$ cat src/rtl/div_operand_feeder.sv
// Operand sequencer for the non-restoring divider: puts dividend then divisor on the
// shared bus, holds start until done, rejects divide-by-zero and guards with a watchdog.
module div_operand_feeder #(
  parameter int N       = 3,
  parameter int TIMEOUT = 64
) (
  input  logic         clk,
  input  logic         rst,
  input  logic         in_valid,
  output logic         in_ready,
  input  logic [N-1:0] dividend,
  input  logic [N-1:0] divisor,
  output logic [N-1:0] data_in,
  output logic         start,
  input  logic         done,
  output logic         busy,
  output logic         op_done,
  output logic         dz_err,
  output logic         timeout,
  output logic [7:0]   op_count
);

  localparam int WD_W = (TIMEOUT > 1) ? $clog2(TIMEOUT) : 1;
  localparam logic [WD_W-1:0] WD_LAST = WD_W'(TIMEOUT - 1);

  typedef enum logic [2:0] {
    IDLE      = 3'd0,
    DZ        = 3'd1,
    LOAD_DVD  = 3'd2,
    LOAD_DVS  = 3'd3,
    WAIT_DONE = 3'd4
  } state_t;

  state_t          state_q, state_d;
  logic [N-1:0]    dvd_q, dvd_d;
  logic [N-1:0]    dvs_q, dvs_d;
  logic [WD_W-1:0] wd_q, wd_d;
  logic [7:0]      op_count_q, op_count_d;
  logic            op_done_q, op_done_d;
  logic            timeout_q, timeout_d;

  always_ff @(posedge clk) begin
    if (rst) begin
      state_q    <= IDLE;
      dvd_q      <= '0;
      dvs_q      <= '0;
      wd_q       <= '0;
      op_count_q <= '0;
      op_done_q  <= 1'b0;
      timeout_q  <= 1'b0;
    end else begin
      state_q    <= state_d;
      dvd_q      <= dvd_d;
      dvs_q      <= dvs_d;
      wd_q       <= wd_d;
      op_count_q <= op_count_d;
      op_done_q  <= op_done_d;
      timeout_q  <= timeout_d;
    end
  end

  always_comb begin
    state_d    = state_q;
    dvd_d      = dvd_q;
    dvs_d      = dvs_q;
    wd_d       = wd_q;
    op_count_d = op_count_q;
    op_done_d  = 1'b0;
    timeout_d  = 1'b0;
    case (state_q)
      IDLE: begin
        if (in_valid) begin
          dvd_d   = dividend;
          dvs_d   = divisor;
          state_d = (divisor == '0) ? DZ : LOAD_DVD;
        end
      end
      DZ:       state_d = IDLE;
      LOAD_DVD: state_d = LOAD_DVS;
      LOAD_DVS: begin
        state_d = WAIT_DONE;
        wd_d    = '0;
      end
      WAIT_DONE: begin
        // done wins over an expiring watchdog in the same cycle
        if (done) begin
          state_d    = IDLE;
          op_done_d  = 1'b1;
          op_count_d = op_count_q + 8'd1;
        end else if (wd_q == WD_LAST) begin
          state_d   = IDLE;
          timeout_d = 1'b1;
        end else begin
          wd_d = wd_q + 1'b1;
        end
      end
      default: state_d = IDLE;
    endcase
  end

  // Everything below decodes registered state only, so no input reaches an output.
  always_comb begin
    in_ready = (state_q == IDLE);
    dz_err   = (state_q == DZ);
    busy     = (state_q == LOAD_DVD) || (state_q == LOAD_DVS) || (state_q == WAIT_DONE);
    start    = busy;
    data_in  = '0;
    if (state_q == LOAD_DVD) data_in = dvd_q;
    if (state_q == LOAD_DVS) data_in = dvs_q;
  end

  assign op_done  = op_done_q;
  assign timeout  = timeout_q;
  assign op_count = op_count_q;

endmodule

$ cat config.mk
export PLATFORM = sky130hd
export DESIGN_NAME = div_operand_feeder
export DESIGN_NICKNAME = d
export VERILOG_FILES = /design/src/rtl/div_operand_feeder.sv
export SDC_FILE = /design/constraint.sdc
export NUM_CORES = 1
export LEC_CHECK = 0
export ABC_AREA = 1
export CELL_PAD_IN_SITES_DETAIL_PLACEMENT = 0
export CELL_PAD_IN_SITES_GLOBAL_PLACEMENT = 1
export CORE_MARGIN = 2
export CORE_UTILIZATION = 30
export DETAILED_ROUTE_END_ITERATION = 6
export GPL_TIMING_DRIVEN = 0
export PLACE_DENSITY = 0.77
export SYNTH_ARGS = -nofsm -noshare
export SYNTH_HDL_FRONTEND = slang
export SYNTH_SLANG_ARGS = --single-unit
$ cat constraint.sdc
create_clock -name clk -period 1.5 [get_ports clk]
set_clock_uncertainty 0.2 [all_clocks]
set_input_delay 0.3 -clock clk [delete_from_list [all_inputs] [get_ports clk]]
set_output_delay 0.3 -clock clk [all_outputs]
set_load 0.01 [all_outputs]
== Word level (Yosys, flattened, before mapping) ==
Index checks and enable logic that the tools add are counted.
Storage, ports and cells
  register bits: 25
  input bits: 10
  output and inout port bits: 17
  logic and storage cells: 42
Operators by class
  eq/ne operators: 9
  mux-type cells: 12
  reduce and logical (&&, ||, !) cells: 11
  bitwise logic cells: 1
  add/subtract/negate cells: 2
Operators by type and width (count)
  $mux W3: 5
  $mux W6: 2
  $pmux W3 S4: 1
  $pmux W6 S2: 1
  $add A8 B1 Y8 const B: 1
  $add A6 B1 Y6 const B: 1
  $eq A3 B2 Y1 const B: 2
  $eq A6 B6 Y1 const B: 1
  $logic_not A3 Y1: 2
  $ne A2 B2 Y1 const B: 3
  $reduce_and A2 Y1: 3
  $eq A3 B1 Y1 const B: 1
  $eq A3 B3 Y1 const B: 1
  $ne A3 B3 Y1 const B: 1
  $reduce_and A3 Y1: 1
  $reduce_or A3 Y1: 1
  $logic_or A1 B1 Y1: 2
  $mux W1: 2
  $mux W2: 1
  $reduce_bool A2 Y1: 1
  $reduce_or A2 Y1: 1
  $not A1 Y1: 1

== Depth between registers and ports, before layout ==
  depth in word-level cells: 4
  mapped depth: 9
  gate-level depth less buffers: 9

== Least setup slack after synthesis ==
No wires, ideal clock.
  path kind: reg-to-output
  from: register state_q[1]
  to: output data_in[0]
  arrival: 984 ps
  data required time: 1000 ps
  setup slack: 16 ps
  cell stages (with the launch flop): 3
  path buffers: 0
  cell sequence: dfxtp_1 -> nand3_1 -> o22ai_1
Between the ends
  longest elaborated chain between the ends: 3
  elaborated cells between the ends (all ways): 4
  those cells by class: 2 x eq/ne; 2 x mux
RTL lines
  from (decl): RTL line 34  | state_t state_q, state_d;
  from (signal assigned): RTL line 52  | state_q <= state_d;
  $eq A3 B2 Y1: RTL line 108  | if (state_q == LOAD_DVD) data_in = dvd_q;
  $mux W3: RTL line 108
  $mux W3 (*): RTL line 109  | if (state_q == LOAD_DVS) data_in = dvs_q;
  to (decl): RTL line 13  | output logic [N-1:0] data_in,
Mark *: on every way between the ends. The rest lies on a longest branch, timed or not.

== Worst setup path in the final report ==
  from: register state_q[1]
  to: output data_in[1]
Same word-level chain as after synthesis.

==> impl_metrics.toml <==
[place]
place_inst = 244
hpwl_um = 1909
place.gp.congestion = 0.7060
portBuffers = 26

[critical_path]
critPathKind = "reg -> out"
cp_data_arrival_time_ns = 1.16
startpoint_type = "flip-flop"
worst_setup_path_end_kind = "primary output"
worst_path_max_delay_cell = "dfxtp_4"
max_stage_delay_ns = 0.40
critPathMaxFanout = 5
crit_start = "state_q[1]"
r2r_start = "state_q[0]"
path_cells = "buf_4 > nand2_4 > o22ai_2 > buf_2"
required_ns = 1.00

[logic_synthesis]
syn_area_sq_um = 1221
yosysUniqueCellTypes = 26
synth_top_cell_by_area = "dfxtp_1"
syn_avg_cell_area_sq_um = 7.269
syn_nets = 180
synth.most_common_cell = "nand2_1"
yosys.area_share.simple_pct = 32.58
synth_top_family_by_area = "simple AND/OR/NAND/NOR gates"
synth_common_cells = "nand2_1 (33), dfxtp_1 (25), inv_1 (18), nor2_1 (18), o21ai_0 (14)"
synthAdderAreaFrac_pct = 2.049
synth-seq-cells = 25
syn_inst = 168
synth-edff-count = 0
async_flop_share_pct = 0
synthXorXnorAreaFrac_pct = 0.7172
synth.area.mux_share_pct = 0
synth_top_flop_cell = "dfxtp_1"
synthTopCellsByArea = "dfxtp_1 (41%), nand2_1 (10%), o21ai_0 (5.7%)"
synth_compound_area_share_pct = 15.27
synth_seq_area_share_pct = 40.98
synth_top_area_share_pct = 40.98
yosysWarnings = 0

[final_layout]
drive_above_1_share_pct = 38.36
syn_to_final_growth_pct = 59.32
fin_cells = 269
layout.nets = 232
antenna_cells = 0

[cts]
h-tree-depth = 1
cts_buffer_depth = 2
cts_buffers = 3
clkTransAtPathRegs_ns = 0.09
cts_root_buffer = "clkbuf_8"
cts.hold.buffers_added = 0
clock_latency_ns = 0.26
cts_sinks = 25
cts_tree = "yes"

[floorplanning]
die_h_um = 67.80
die-area_sq_um = 4597
placementRows = 23
die_w_um = 67.80
num_io_pins = 27
coreArea_sq_um = 3971
start_util_pct = 30.75

[sta]
finalSetupTns_ns = -1.006
fin_ws_ns = -0.1562
fmax_mhz = 603.8
slew_violations = 0
rsz0062_at_grt = "yes"
slew_headroom_pct = 76.81
period_needed_ns = 1.656
hold_viol_final = 0
setup_viol = 16
finalCritPeriodShare_pct = 110.4
worst_pin_slew_ns = 0.3471

[global_route]
grt_pass1_vias = 1125
antenna_found_initial = 0
grt_use_total_pct = 13.88
grt_pass1_wl_um = 4878
grt_max_degree = 15
overflow = 0

[power]
leakagePower_nw = 0.8843
power_density_nw_per_um2 = 708.3
ir_drop_mv = 0.5076

[outcome]
violations = "setup timing"
status = "finished, violations left"

[run]
drv_cap = 0

[route]
routed_wl_um = 3093
vias = 1226
first_pass_iters = 4
drc_errors = 0
postRouteAntennaNets = 0
viasPerCell = 4.558
avgRoutedWirePerCell_um = 11.50
dr.first_iter.drc_count = 46

[min_path]
min_path_type = "in -> reg"
min_from = "done"
-- cells by family (layout without fill, tap and decap cells) --
logic type / Yosys count / count (layout)
xor gates and xnor gates: 1 / 1
DFF: 25 / 25
and+or+nand+nor: 82 / 82
adders and majority gates: 2 / 2
buffers and inverters: 24 / 75
AOI/OAI and AO/OA: 34 / 34
-- placed cells by master (no fill, tap or decap), types with 5 or more instances in the layout --
master           netlist  final
nor2_1                18     18
nand2_1               33     26
nand2_4                3      8
dfxtp_2                0      5
buf_4                  1     15
nor2_4                 2      7
clkdlybuf4s50_1        0      8
buf_6                  1      9
dlygate4sd2_1          0     10
nand3_1               10      8
o21ai_2                0      5
o21ai_0               14      5
inv_1                 18     17
dfxtp_1               25     16
buf_2                  1      6
a21oi_1               13     12
-- worst max-delay path: cells and delay by family, from the launching register on --
family          cells  cell delay [ns]
buf+inv             2             0.30
simple gates        1             0.07
compound gates      1             0.12
flops               1             0.40
-- per-stage QoR --
stage / power, mW / hold WS (ns) / cell area, sq um / setup WS [ns] / utilization (%)
final: 1.378 / 0.1374 / 1946 / -0.1562 / 48.99
after global routing: 1.458 / 0.1515 / 1946 / -0.2168 / 48.99
after CTS: 1.367 / 0.2746 / 1737 / -0.1403 / 43.73
after detailed placement: 0.9287 / 0.2457 / 1544 / -0.6472 / 38.88
after global placement: 0.9286 / 0.2428 / 1544 / -0.6395 / 38.88
after floorplan: 0.8400 / 0.1787 / 1221 / 0.01643 / -
-- report_power, final --
part | switching, mW | internal [mW] | total (mW) | leakage, nW
Sequential | 0.0195 | 0.687 | 0.706 | 0.209
Clock | 0.207 | 0.186 | 0.393 | 0.0255
Combinational | 0.144 | 0.135 | 0.279 | 0.650
-- area by class of cell --
cell class | count | area, sq um
Buffer | 4 | 28.78
Clock inverter | 1 | 5.005
Sequential cell | 25 | 521.8
Clock buffer | 3 | 41.29
Timing Repair Buffer | 47 | 430.4
Inverter | 20 | 80.08
Fill cell | 396 | 2026
Tap cell | 50 | 62.56
Multi-Input combinational cell | 119 | 775.7
-- layer usage --
metal	global-route usage (%)	wire length, um	vias to the layer above
met5	0	0	-
met4	3.750	25	0
met2	24.02	1537	21
li1	-	-	649
met1	16.52	1389	552
met3	4.333	140	4
-- sequential cells by signal, summed over array words and instances, names as in the netlist --
register and cells:
dvs_q 3, timeout 1, op_count 8, dvd_q 3
state_q 3, wd_q 6, op_done 1
-- repair_timing --
item | in CTS | in global routing
resized for setup | 77 | 33
setup buffers | 8 | 13
pin swaps | 4 | 13
endpoints found under the setup margin | 34 | 29
-- final timing paths --
check / endpoint / slack [ns] / cells past startpoint
min reg2reg: dvs_q[2] / 0.28 / 2
max reg2reg: wd_q[4] / -0.06 / 9
max: data_in[1] / -0.16 / 4
min: timeout / 0.14 / 2
Power figures use the tool's default switching activity.
